File: src/rtl/fetch_unit.sv
// Instruction fetch stage: sequential PC generation, 1-cycle synchronous IMEM,
// DEPTH-entry fetch queue toward ID, and redirect with wrong-path flush.
module fetch_unit #(
  parameter int unsigned     XLEN            = 32,
  parameter logic [XLEN-1:0] RESET_PC        = '0,
  parameter int unsigned     IMEM_ADDR_WIDTH = 10,
  parameter int unsigned     DEPTH           = 4
) (
  input  logic                       clk,
  input  logic                       rst_n,
  input  logic                       fetch_en_i,
  input  logic                       redirect_i,
  input  logic [XLEN-1:0]            redirect_pc_i,
  output logic                       imem_req_o,
  output logic [IMEM_ADDR_WIDTH-1:0] imem_addr_o,
  input  logic [XLEN-1:0]            imem_rdata_i,
  output logic                       out_valid_o,
  input  logic                       out_ready_i,
  output logic [XLEN-1:0]            out_pc_o,
  output logic [XLEN-1:0]            out_instr_o,
  output logic [XLEN-1:0]            out_pc_plus4_o
);

  localparam int unsigned PtrW = (DEPTH > 1) ? $clog2(DEPTH) : 1;
  localparam int unsigned CntW = PtrW + 1;
  localparam logic [CntW:0] DepthOcc = (CntW + 1)'(DEPTH);

  typedef logic [PtrW-1:0] ptr_t;
  typedef logic [CntW-1:0] cnt_t;

  logic [XLEN-1:0] fetch_pc_q, fetch_pc_d;
  logic [XLEN-1:0] pc_inflight_q, pc_inflight_d;
  logic            inflight_q, inflight_d;
  cnt_t            count_q, count_d;
  ptr_t            rd_ptr_q, rd_ptr_d;
  ptr_t            wr_ptr_q, wr_ptr_d;

  logic [XLEN-1:0] pc_mem_q    [DEPTH];
  logic [XLEN-1:0] instr_mem_q [DEPTH];

  logic            issue;
  logic            push;
  logic            pop;
  logic [CntW:0]   occupancy;
  logic [XLEN-1:0] redirect_target;

  // Low two bits of the redirect target are architecturally ignored.
  logic unused_redirect_lsb;
  assign unused_redirect_lsb = ^redirect_pc_i[1:0];
  assign redirect_target     = {redirect_pc_i[XLEN-1:2], 2'b00};

  // Queue slots are reserved at issue time, so an in-flight response always fits.
  assign occupancy = {1'b0, count_q} + {{CntW{1'b0}}, inflight_q};
  assign issue     = rst_n & fetch_en_i & ~redirect_i & (occupancy < DepthOcc);
  assign push      = inflight_q & ~redirect_i;
  assign pop       = out_valid_o & out_ready_i;

  assign imem_req_o  = issue;
  assign imem_addr_o = fetch_pc_q[IMEM_ADDR_WIDTH+1:2];

  assign out_valid_o    = rst_n & (count_q != '0) & ~redirect_i;
  assign out_pc_o       = pc_mem_q[rd_ptr_q];
  assign out_instr_o    = instr_mem_q[rd_ptr_q];
  assign out_pc_plus4_o = out_pc_o + XLEN'(4);

  always_comb begin
    fetch_pc_d    = fetch_pc_q;
    pc_inflight_d = pc_inflight_q;
    inflight_d    = issue;
    count_d       = count_q;
    rd_ptr_d      = rd_ptr_q;
    wr_ptr_d      = wr_ptr_q;

    if (redirect_i) begin
      fetch_pc_d = redirect_target;
      count_d    = '0;
      rd_ptr_d   = '0;
      wr_ptr_d   = '0;
    end else begin
      if (issue) begin
        pc_inflight_d = fetch_pc_q;
        fetch_pc_d    = fetch_pc_q + XLEN'(4);
      end
      if (push) begin
        wr_ptr_d = wr_ptr_q + ptr_t'(1);
      end
      if (pop) begin
        rd_ptr_d = rd_ptr_q + ptr_t'(1);
      end
      unique case ({push, pop})
        2'b10:   count_d = count_q + cnt_t'(1);
        2'b01:   count_d = count_q - cnt_t'(1);
        default: count_d = count_q;
      endcase
    end
  end

  always_ff @(posedge clk) begin
    if (!rst_n) begin
      fetch_pc_q    <= RESET_PC;
      pc_inflight_q <= '0;
      inflight_q    <= 1'b0;
      count_q       <= '0;
      rd_ptr_q      <= '0;
      wr_ptr_q      <= '0;
    end else begin
      fetch_pc_q    <= fetch_pc_d;
      pc_inflight_q <= pc_inflight_d;
      inflight_q    <= inflight_d;
      count_q       <= count_d;
      rd_ptr_q      <= rd_ptr_d;
      wr_ptr_q      <= wr_ptr_d;
    end
  end

  // Storage needs no reset: count gates visibility of every entry.
  always_ff @(posedge clk) begin
    if (rst_n && push) begin
      pc_mem_q[wr_ptr_q]    <= pc_inflight_q;
      instr_mem_q[wr_ptr_q] <= imem_rdata_i;
    end
  end

endmodule

File: config.mk
export PLATFORM = sky130hd
export DESIGN_NAME = fetch_unit
export DESIGN_NICKNAME = d
export VERILOG_FILES = /design/src/rtl/fetch_unit.sv
export SDC_FILE = /design/constraint.sdc
export NUM_CORES = 1
export LEC_CHECK = 0
export ABC_AREA = 0
export ABC_CLOCK_PERIOD_IN_PS = 7900
export BUFFER_PORTS_ARGS = -buffer_cell sky130_fd_sc_hd__clkbuf_2
export CAP_MARGIN = 20
export CORE_ASPECT_RATIO = 1.1
export CORE_MARGIN = 2
export CORE_UTILIZATION = 30
export DETAILED_ROUTE_END_ITERATION = 10
export PLACE_DENSITY = 0.5
export SLEW_MARGIN = 20
export SYNTH_ARGS = -nofsm -noshare
export SYNTH_HDL_FRONTEND = slang
export SYNTH_SLANG_ARGS = --single-unit
File: constraint.sdc
create_clock -name clk -period 7.9 [get_ports clk]
set_clock_uncertainty 0.2 [all_clocks]
set_input_delay 0.395 -clock clk [delete_from_list [all_inputs] [get_ports clk]]
set_output_delay 0.395 -clock clk [all_outputs]
set_load 0.005 [all_outputs]
==> metrics.md, run 1 <==
| Metric | Value |
|---|---|
| Outcome | finished clean |
| Startpoint of the tightest hold check path | redirect_pc_i[2] |
| Routed length per instance | 18.3 um |
| Initial DRC Count | 497 |
| Fin crit period | 4490 ps |
| FFs w/ async S/R, synth | 0% |
| Initial core utilization | between 30% and 40% |
| Tot GR Track Use | between 10% and 20% |
| Maximum net fanout on the critical path | 42 |
| Area of the multi-input gates | approximately 3800 um^2 |
| Crit path DAT | 3890 ps |
| Via count of the first global-routing pass | 8093 |
| Core Box Area | 43100 um^2 |
| Number of warnings issued by yosys | 0 |
| Die area | roughly 45000 um^2 |
| Max Transition Viols Final | 0 |
| Largest vdd supply drop | 0.117 mV |
| Number of remaining DRC errors | 0 |
| Via count | 8014 |
| Antenna violations before repair | 0 |
| Critical setup path kind | reg -> out |
| Die span in y | 223 um |
| Max transition margin | 35.6% |
| Total routed wirelength | 30800 um |
| M2 GR Usage | 21.7% |
| Global routing met1 resource utilization | a little under a fifth |
| Count of H-tree levels built during CTS | 2 |
| Layout cells sized above 1 | 27.8% |
| Mapped Area | 13100 um^2 |
| Unrepaired setup endpoints after global routing | no |
| Post-route fraction of the period consumed by the critical path | ~57% |
| Via density | around 4.8 |
| Worst r2r src | fetch_pc_q[6]$_SDFFE_PN0P_ |
| Worst slack at placement | 3850 ps |
| Maximum count of clock buffers along a single path | 3 |
| Number of flops mapped to enable cells by yosys | 248 |
| Worst-path cell with the longest stage delay | buf_4 |
| Most common cell after layout, fill and taps aside | edfxtp_1 |
| CTS tree | yes |
| Most used flip-flop cell after synthesis | edfxtp_1 |
| # port buffers | 170 |
| Fill cell count | 4147 |
| Total number of clock tree sinks | 318 |
| Flip-flop and latch area | around 8900 um^2 |
| Standby leakage power | 5.44 nW |
| Kind of path behind the tightest hold check | in -> reg |
| Slew of the pin with the lowest slew margin | 966 ps |
| Largest net degree at the start of global routing | 70 |
| Crit-path cells | buf_4, mux4_2, and3_1, nand4_1, nor4_2, xnor2_1, clkbuf_2 |
| Sum of negative setup slack | 0 ps |
| Routed Antenna Nets | 0 |
| Area growth from synthesis to layout | 23.0% |
| Share of synthesized area occupied by flip-flops and latches | 67.7% |
| Element type at the critical path end | output pin |
| Clock root buffer master | clkbuf_16 |
| Number of distinct library cells after synthesis | 59 |
| R2r setup slk | between 4000 and 5000 ps |
| Worst path max stage delay | between 700 and 800 ps |
| Chip width | 203 um |
| Critical path launch point type | flip-flop |
| Commonest non-fill, non-tap cells in the layout | 248 x edfxtp_1, 170 x clkbuf_2, 94 x nand2_1, 68 x dfxtp_1, 62 x a21oi_1 |
| Top Ports | 177 |
| GP Congestion | 0.766 |
| Routing usage on met3 | 2.73% |
| Final Worst Setup Slack | 3410 ps |
| Number of max-cap violations | 0 |
| Fin Hold WS | roughly 53 ps |
| Routing layer with the top usage in global route | met2 |
| Maximum operating frequency | ~0.22 GHz |
| #FFs+latches synth | around 320 |
| Clock-pin transition on the worst setup and hold timing paths | 50 ps |
| Total congestion overflow after global routing | 0 |
| Synthesized area per cell | 15.1 um^2 |
| Layout net count | ~1200 |
| Core Rows | 80 |
| Post-CTS sizing | 0 |
| Required time reported for the critical path endpoint | 7300 ps |
| Source-to-sink clock delay at the later pin of the worst-skew pair | approximately 510 ps |
| Power density over cell area | 214 nW/um^2 |
| Placed wire-length estimate after detailed placement | 19400 um |
| Final setup vio count | 0 |
| Number of failing hold endpoints at the final stage | 0 |
| Post-Syn Instances | 863 |
| Number of iterations in the first detailed-routing pass | 5 |
| Global-route wire length before repair | 47400 um |
| Total inserted antenna cells | 0 |
| Num CTS Buffers | 35 |
[layer usage]
| metal | vias to the layer above | part of all wire [%] |
|---|---|---|
| met2 | 237 | 46 |
| li1 | 3773 | - |
| met4 | 0 | 2.5 |
| met3 | 46 | 5.9 |
| met5 | - | 0 |
| met1 | 3958 | 45 |
[state kept, by name (all words and copies together) (netlist names), named ones only]
register,flops
pc_inflight_q,30
pc_mem_q,120
fetch_pc_q,30
rd_ptr_q,2
inflight_q,1
count_q,3
wr_ptr_q,2
instr_mem_q,128
[synth_stat cells (2+ instances only)]
cell / count / area (um^2)
edfxtp_1: 248 / 7450
nand2_1: 95 / 357
dfxtp_1: 70 / 1400
a21oi_1: 62 / 310
mux4_2: 56 / 1260
nor2_1: 37 / 139
clkbuf_1: 30 / 113
o21ai_0: 22 / 110
xnor2_1: 20 / 175
inv_1: 17 / 63.8
nand4_1: 17 / 106
buf_4: 16 / 120
nand3_1: 16 / 80.1
a31oi_1: 14 / 87.6
xor2_1: 13 / 114
and3_1: 12 / 75.1
nor4_1: 10 / 62.6
nor3_1: 8 / 40.0
ha_1: 7 / 87.6
a22oi_1: 6 / 45.0
and2_1: 6 / 37.5
buf_2: 6 / 30.0
mux4_1: 6 / 158
or4_1: 6 / 45.0
a32oi_1: 5 / 43.8
and4_1: 5 / 43.8
nand2b_1: 5 / 31.3
mux2_2: 4 / 45.0
buf_1: 3 / 11.3
nor3_2: 3 / 30.0
or3_1: 3 / 18.8
buf_6: 2 / 22.5
clkinv_1: 2 / 7.51
nor3b_1: 2 / 15.0
nor4_2: 2 / 25.0
nor4_4: 2 / 42.5
o311ai_0: 2 / 17.5
o41a_1: 2 / 22.5
[what timing repair did]
item / 4_1_cts / 5_1_grt
endpoints found under the hold margin: 156 / 0
buffers inserted: 0 / 0
hold buffers: 60 / 0
[power by group]
group | switching, mW | internal (mW) | leakage (nW) | total (mW)
combinational | 0.0562 | 0.0531 | 2.12 | 0.109
clock | 0.626 | 0.883 | 0.508 | 1.51
sequential | 0.0195 | 1.81 | 2.81 | 1.83
[path summary, 6_finish.rpt]
kind	to	cells after the start
min	fetch_pc_q[2]$_SDFFE_PN0P_	3
max reg2reg	fetch_pc_q[26]$_SDFFE_PN0P_	5
max	out_pc_plus4_o[29]	7
min reg2reg	pc_inflight_q[16]$_SDFFE_PN0P_	2
[metrics by stage]
stage               std cells  instance area (um^2)  total power [mW]  util (%)
floorplan                 866                 13100              1.91         -
finish                   1683                 16100              3.45      37.2
detailed placement       1562                 14400              1.95      33.4
global placement         1562                 14400              1.95      33.4
CTS                      1683                 16100              3.50      37.2
global route             1683                 16100              3.58      37.2
[logic make-up after synthesis]
kind of cell               share of synthesized area, %
adders and majority gates                         0.824
and+or+nand+nor                                    9.71
xor gates and xnor gates                           2.21
DFF                                                67.7
muxes                                              11.3
buffers and inverters                              3.06
other                                            0.0287
AOI/OAI and AO/OA                                  5.13
[critical path, delay by kind of cell (launching register included)]
kind / cells / cell delay [ps]
multiplexers: 1 / 480
AND/OR/NAND/NOR: 3 / 1170
XOR/XNOR: 1 / 160
buffers and inverters: 2 / 910
flip-flops: 1 / 630
[layout make-up]
class                      count  area share [%]
tap                          574            4.47
inverter                      20           0.467
clock buffer                  45            5.69
sequential                   318            55.1
timing repair buffer         241            9.55
multi-input combinational    469            23.9
clock inverter                16           0.849
Note: power is estimated with default switching activity, not from simulation.
==> run 2: changes to the inputs <==
--- a/config.mk
+++ b/config.mk
@@ -5,15 +5,15 @@
 export SDC_FILE = /design/constraint.sdc
 export NUM_CORES = 1
 export LEC_CHECK = 0
-export ABC_AREA = 0
-export ABC_CLOCK_PERIOD_IN_PS = 7900
+export ABC_AREA = 1
+export ABC_CLOCK_PERIOD_IN_PS = 4100
 export BUFFER_PORTS_ARGS = -buffer_cell sky130_fd_sc_hd__clkbuf_2
 export CAP_MARGIN = 20
 export CORE_ASPECT_RATIO = 1.1
 export CORE_MARGIN = 2
 export CORE_UTILIZATION = 30
 export DETAILED_ROUTE_END_ITERATION = 10
-export PLACE_DENSITY = 0.5
+export PLACE_DENSITY = 0.51
 export SLEW_MARGIN = 20
 export SYNTH_ARGS = -nofsm -noshare
 export SYNTH_HDL_FRONTEND = slang
==> constraint.sdc (replaced) <==
create_clock -name clk -period 4.1 [get_ports clk]
set_clock_uncertainty 0.2 [all_clocks]
set_input_delay 0.205 -clock clk [delete_from_list [all_inputs] [get_ports clk]]
set_output_delay 0.205 -clock clk [all_outputs]
set_load 0.005 [all_outputs]
==> metrics.md, run 2 <==
| Metric | Value |
|---|---|
| Outcome | finished clean |
| Routed Antenna Nets | 0 (unchanged) |
| Share of synthesized area occupied by flip-flops and latches | 61.1% (-6.6 points) |
| Source-to-sink clock delay at the later pin of the worst-skew pair | 560 ps (+50 ps) |
| Number of distinct library cells after synthesis | 36 (-39%) |
| Max transition margin | 38.2% (+2.6 points) |
| Via count of the first global-routing pass | 10600 (+30%) |
| Total number of clock tree sinks | 318 (unchanged) |
| Largest registers | instr_mem_q x128, pc_mem_q x120 |
| Adder-cell share of the synthesized area | 0.743% (-0.080 points) |
| Fin crit period | 3710 ps |
| Placed instance count | 2319 (+48%) |
| Die area | 50000 um^2 (+11%) |
| Largest vdd supply drop | 0.251 mV (+110%) |
| Initial DRC Count | 618 (+24%) |
| CTS tree | yes |
| Kind of path behind the tightest hold check | in -> reg |
| #FFs+latches synth | 318 (unchanged) |
| Flip-flop and latch area | 8850 um^2 (unchanged) |
| Share of synthesized area spent on multiplexers | 0% (-11 points) |
| Register bank with the most flops | instr_mem_q |
| Slew of the pin with the lowest slew margin | 927 ps (-39.4 ps) |
| Most used flip-flop cell after synthesis | edfxtp_1 |
| Standby leakage power | 7.00 nW (+29%) |
| Unrepaired setup endpoints after global routing | no |
| Top Ports | 177 (unchanged) |
| Clock-pin transition on the worst setup and hold timing paths | 60 ps (about the same) |
| Power density over cell area | 386 nW/um^2 (+80%) |
| Maximum count of clock buffers along a single path | 3 (unchanged) |
| Num CTS Buffers | 36 (+2.9%) |
| Commonest non-fill, non-tap cells in the layout | 473 x nand2_1, 248 x edfxtp_1, 170 x clkbuf_2, 158 x nor2_1, 117 x inv_1 |
| Area of the multi-input gates | 4740 um^2 (+24%) |
| R2r setup slk | 1270 ps (-3680 ps) |
| Most instantiated cells after synthesis | 473 x nand2_1, 248 x edfxtp_1, 162 x nor2_1 |
| Count of H-tree levels built during CTS | 2 (unchanged) |
| Layout cells sized above 1 | 16.0% (-12 points) |
| Number of flops mapped to enable cells by yosys | 248 (unchanged) |
| Cell type contributing the most total cell area after synthesis | edfxtp_1 |
| Clock root buffer master | clkbuf_16 |
| Post-Synth XOR/XNOR Area | 1.51% (-0.70 points) |
| Core Box Area | 47700 um^2 (+11%) |
| Mapped Area | 14500 um^2 (+11%) |
| Synthesized area per cell | 9.28 um^2 (-39%) |
| Number of iterations in the first detailed-routing pass | 5 (unchanged) |
| FFs w/ async S/R, synth | 0% (unchanged) |
| Element type at the critical path end | output pin |
| Most common cell after layout, fill and taps aside | nand2_1 |
| Placed inst area | 16000 um^2 (+11%) |
| Layout net count | 1857 (+60%) |
| Antenna violations before repair | 0 (unchanged) |
| Routed length per instance | 16.5 um (-9.9%) |
| Via count | 11300 (+41%) |
| Top post-synthesis cells by area | edfxtp_1 51%, nand2_1 12%, dfxtp_1 9.7% |
| Via density | 4.59 (-3.6%) |
| Crit path DAT | 3300 ps (-590 ps) |
| Global-route wire length before repair | 60600 um (+28%) |
| Number of warnings issued by yosys | 0 (unchanged) |
| Tot GR Track Use | 16.0% (+2.3 points) |
| Total congestion overflow after global routing | 0 (unchanged) |
| GP Congestion | 0.872 (+14%) |
| Post-route fraction of the period consumed by the critical path | 90.5% |
| Chip width | 213 um (+5.2%) |
| Critical path launch point type | flip-flop |
| Library cell with the highest instance count after synthesis | nand2_1 |
| # port buffers | 170 (unchanged) |
| Final setup vio count | 0 (unchanged) |
| Number of failing hold endpoints at the final stage | 0 (unchanged) |
| Simple-Gate Fraction of Synth Area | 22.6% (+13 points) |
| Die span in y | 234 um (+5.2%) |
| Fill cell count | 4887 (+18%) |
| Compound-Gate Fraction of Synth Area | 7.61% (+2.5 points) |
| Maximum operating frequency | approximately 0.27 GHz |
| Area growth from synthesis to layout | 23.5% |
| Core Rows | 84 (+5.0%) |
| Critical setup path kind | reg -> out |
| Core Util, Final | 37.5% (+0.22 points) |
| Number of remaining DRC errors | 0 (unchanged) |
| Maximum net fanout on the critical path | 27 (-36%) |
| Initial core utilization | 30.3% (+0.058 points) |
| Largest net degree at the start of global routing | 102 (+46%) |
| Placed wire-length estimate after detailed placement | 27300 um (+41%) |
| Overall power after layout | 6.90 mW (+100%) |
| Count of placed standard cells in the final layout, fillers left out | 2454 (+46%) |
| Post-Syn Instances | 1559 (+81%) |
| Largest register FFs | 128 (unchanged) |
| Required time reported for the critical path endpoint | 3690 ps (-3610 ps) |
| Max Transition Viols Final | 0 (unchanged) |
| Total routed wirelength | 40500 um (+31%) |
| Post-route cell area | 17900 um^2 (+11%) |
| Fraction of post-synthesis cell area in the top cell type by area | 51.5% (-5.6 points) |
| Sum of negative setup slack | 0 ps (unchanged) |
| Number of max-cap violations | 0 (unchanged) |
| Main combinational cell family by area after synthesis | simple AND/OR/NAND/NOR gates |
[run 2: cell count changes in the layout (fill, tap and decap cells not counted), sizes merged, moves of 9 or more]
cell / previous run / this run
inv: 19 / 122
clkinv: 13 / 22
nor4: 14 / 2
buf: 11 / 21
o21ai: 22 / 105
nand3: 17 / 111
o22ai: 0 / 33
and3: 13 / 0
nand2: 95 / 494
xor2: 13 / 23
xnor2: 20 / 2
mux4: 62 / 0
nor2: 37 / 173
nand4: 19 / 6
[run 2: path summary, 6_finish.rpt]
| check | startpoint | end | cells past startpoint |
|---|---|---|---|
| worst max-delay path | flip-flop | out_pc_plus4_o[16] | 11 |
| worst min-delay path | redirect_i | fetch_pc_q[7]$_SDFFE_PN0P_ | 3 |
| worst max register to register | count_q[2]$_SDFFE_PP0P_ | fetch_pc_q[30]$_SDFFE_PN0P_ | 11 |
| worst min register to register | rd_ptr_q[0]$_SDFFE_PP0P_ | rd_ptr_q[0]$_SDFFE_PP0P_ | 1 |
[run 2: metal layers]
metal | track usage (%) | vias up | wire length (um)
li1 | - | 5627 | -
met1 | 20.3 | 5304 | 17700
met2 | 27.1 | 272 | 19500
met3 | 3.50 | 58 | 2350
met4 | 4.75 | 0 | 993
met5 | 0 | - | 0
[run 2: logic make-up after synthesis]
group | after synthesis
fa+ha+maj | 8
compound gates | 206
buf+inv | 204
simple gates | 797
other cells | 1
xor+xnor | 25
flops | 318
[run 2: timing repair]
action                     4_1_cts  5_1_grt
setup endpoints to repair        0        4
resized for setup                0        1
hold endpoints to repair       172        0
buffers inserted                 0        0
hold buffers                    68        0
[run 2: cell type report]
class / count / area share [%]
Clock buffer: 45 / 5.52
Tap cell: 645 / 4.52
Sequential cell: 318 / 49.5
Clock inverter: 21 / 0.931
Timing Repair Buffer: 259 / 10.3
Inverter: 125 / 2.63
Multi-Input combinational cell: 1040 / 26.5
Antenna cell: 1 / 0.0140
[run 2: report_power, final]
part | internal, mW | switching [mW] | leakage (nW)
Combinational | 0.119 | 0.144 | 3.61
Sequential | 3.50 | 0.0418 | 2.83
Clock | 1.79 | 1.31 | 0.564
Total | 5.40 | 1.50 | 7.00
[run 2: worst max-delay path, cell delays in order (launching register included)]
cell and delay, ps:
dfxtp_4 500, clkinv_2 410, nor2_1 200, nor2_1 50, o21ai_0 70, nand2_1 230
ha_1 300, nand3_1 230, nor2_1 190, nand2_1 140, xor2_1 260, clkbuf_2 160
[run 2: metrics by stage]
stage / setup slack, ps / hold WS [ps]
after floorplan: 137 / 104
after global placement: 816 / 224
after detailed placement: 802 / 228
after CTS: 215 / 71.4
after global routing: 81.3 / 134
final: 391 / 98.2
==> run 3: changes to the inputs <==
--- a/config.mk
+++ b/config.mk
@@ -12,6 +12,7 @@
 export CORE_ASPECT_RATIO = 1.1
 export CORE_MARGIN = 2
 export CORE_UTILIZATION = 30
+export CTS_BUF_LIST = sky130_fd_sc_hd__clkbuf_2 sky130_fd_sc_hd__clkbuf_4 sky130_fd_sc_hd__clkbuf_8
 export DETAILED_ROUTE_END_ITERATION = 10
 export PLACE_DENSITY = 0.51
 export SLEW_MARGIN = 20
==> metrics.md, run 3 (same netlist as run 2, synthesis figures left out) <==
| Metric | Value |
|---|---|
| Slew of the pin with the lowest slew margin | 933 ps (+5.69 ps) |
| Clock root buffer master | clkbuf_8 |
| Power density over cell area | 389 nW/um^2 (+0.81%) |
| M2 GR Usage | 27.2% (+0.081 points) |
| Routing usage on met3 | 3.59% (+0.094 points) |
| Outcome | finished clean |
| Register bank with the most flops | instr_mem_q |
| Largest net degree at the start of global routing | 102 (unchanged) |
| Critical path launch point type | flip-flop |
| Crit path DAT | 3360 ps (+60 ps) |
| Required time reported for the critical path endpoint | 3690 ps (about the same) |
| Source-to-sink clock delay at the later pin of the worst-skew pair | 660 ps (+100 ps) |
| Fin crit period | 3770 ps (+56.1 ps) |
| Via density | 4.55 (-0.76%) |
| Unrepaired setup endpoints after global routing | yes |
| Global-route wire length before repair | 61100 um (+0.82%) |
| Critical setup path kind | reg -> out |
| Count of H-tree levels built during CTS | 2 (unchanged) |
| Top Ports | 177 (unchanged) |
| Layout cells sized above 1 | 17.7% (+1.7 points) |
| Maximum net fanout on the critical path | 27 (unchanged) |
| Largest registers | instr_mem_q x128, pc_mem_q x120 |
| Fill cell count | 4870 (-0.35%) |
| Internal Dissipation | 5.52 mW (+2.3%) |
| Standby leakage power | 7.10 nW (+1.4%) |
| Area growth from synthesis to layout | 24.5% |
| Setup repair bufs after CTS | 0 (unchanged) |
| Power share of the clock group | 45.7% (+0.8 points) |
| Routed Antenna Nets | 0 (unchanged) |
| Max Transition Viols Final | 0 (unchanged) |
| Num CTS Buffers | 53 (+47%) |
| Tot GR Track Use | 16.1% (+0.099 points) |
| Placed wire-length estimate after detailed placement | 27300 um (unchanged) |
| Largest register FFs | 128 (unchanged) |
| # port buffers | 170 (unchanged) |
| Number of iterations in the first detailed-routing pass | 5 (unchanged) |
| Initial DRC Count | 643 (+4.0%) |
| Switching pwr | 1.49 mW (-0.67%) |
| Commonest non-fill, non-tap cells in the layout | 473 x nand2_1, 248 x edfxtp_1, 170 x clkbuf_2, 158 x nor2_1, 117 x inv_1 |
| Initial core utilization | 30.3% (unchanged) |
| Maximum operating frequency | 0.266 GHz (-1.5%) |
| Post-route fraction of the period consumed by the critical path | 91.8% (+1.4 points) |
| Overall power after layout | 7.01 mW (+1.6%) |
| Kind of path behind the tightest hold check | in -> reg |
| Layout net count | 1881 (+1.3%) |
| Part of the power in combinational logic | 3.8% (about the same) |
| Number of max-cap violations | 0 (unchanged) |
| Via count | 11300 (+0.77%) |
| Largest vdd supply drop | 0.246 mV (-2.2%) |
| Number of failing hold endpoints at the final stage | 0 (unchanged) |
| CTS tree | yes |
| GP Congestion | 0.872 (unchanged) |
| Routing layer with the top usage in global route | met2 |
| Chip width | 213 um (unchanged) |
| Total inserted antenna cells | 0 (-1) |
| Maximum count of clock buffers along a single path | 3 (unchanged) |
| Antenna violations before repair | 0 (unchanged) |
| Clock-pin transition on the worst setup and hold timing paths | 60 ps (about the same) |
| Worst slack at placement | 802 ps (unchanged) |
| Via count of the first global-routing pass | 10800 (+2.1%) |
| Reg power frac | 50.5% (-0.8 points) |
| Most common cell after layout, fill and taps aside | nand2_1 |
| Switch share | 21.2% (-0.49 points) |
| Final setup vio count | 0 (unchanged) |
| Total routed wirelength | 40600 um (+0.25%) |
| Core Box Area | 47700 um^2 (unchanged) |
| Element type at the critical path end | output pin |
| Routed length per instance | 16.3 um (-1.3%) |
| Number of remaining DRC errors | 0 (unchanged) |
| Core Rows | 84 (unchanged) |
| Total congestion overflow after global routing | 0 (unchanged) |
| Global routing met1 resource utilization | 20.3% (-0.031 points) |
| Die area | 50000 um^2 (unchanged) |
| Final Worst Setup Slack | 335 ps (-56.1 ps) |
| Max transition margin | 37.8% (-0.38 points) |
| Total number of clock tree sinks | 318 (unchanged) |
| Die span in y | 234 um (unchanged) |
run 3: cell type report:
cell class	count	area, um^2	area share, %
Sequential cell	318	8850	49.1
Multi-Input combinational cell	1040	4740	26.3
Timing Repair Buffer	266	1910	10.6
Clock buffer	76	921	5.11
Tap cell	645	807	4.48
Inverter	125	472	2.62
Clock inverter	22	307	1.70
run 3: layer usage:
layer / vias up / wire length (um)
met5: - / 0
met4: 0 / 1090
met3: 69 / 2530
met2: 270 / 19400
met1: 5332 / 17600
li1: 5677 / -
run 3: through the flow:
stage | TNS (ps) | std cells | instance area [um^2] | util [%] | hold WS, ps
6_report | 0 | 2492 | 18000 | 37.8 | 85.7
5_1_grt | -4.57 | 2492 | 18000 | 37.8 | 91.7
4_1_cts | 0 | 2492 | 18000 | 37.7 | 13.1
3_5_place_dp | 0 | 2319 | 16000 | 33.6 | 228
3_3_place_gp | 0 | 2319 | 16000 | 33.6 | 224
2_1_floorplan | 0 | 1562 | 14500 | - | 104
run 3: repair_timing:
item / CTS / global route
gates resized for setup: 0 / 2
endpoints found under the setup margin: 0 / 11
hold buffers: 75 / 0
hold endpoints to repair: 176 / 0
run 3: power by group through the flow:
stage / clock (mW) / sequential [mW] / combinational [mW]
3_3_place_gp: 0 / 3.60 / 0.206
5_1_grt: 3.44 / 3.54 / 0.301
2_1_floorplan: 0 / 3.59 / 0.122
3_5_place_dp: 0 / 3.60 / 0.211
4_1_cts: 3.29 / 3.54 / 0.270
6_report: 3.20 / 3.54 / 0.269
run 3: path summary, 6_finish.rpt:
check / from / endpoint / slack (ps) / cells past startpoint
hold / removal: redirect_i / fetch_pc_q[28]$_SDFFE_PN0P_ / 90 / 5
setup reg to reg: count_q[2]$_SDFFE_PP0P_ / fetch_pc_q[30]$_SDFFE_PN0P_ / 1310 / 11
hold reg to reg: rd_ptr_q[0]$_SDFFE_PP0P_ / rd_ptr_q[0]$_SDFFE_PP0P_ / 280 / 1
setup / recovery: flip-flop / out_pc_plus4_o[16] / 330 / 11
run 3: worst max-delay path, stage by stage, from the launching register on:
cell and delay (ps):
dfxtp_4 430, inv_4 270, nor2_1 70, nor2_1 80, o21ai_0 80, nand2_1 270, ha_1 230, nand3_1 230
nor2_1 440, nand2_1 160, xor2_1 270, clkbuf_2 170
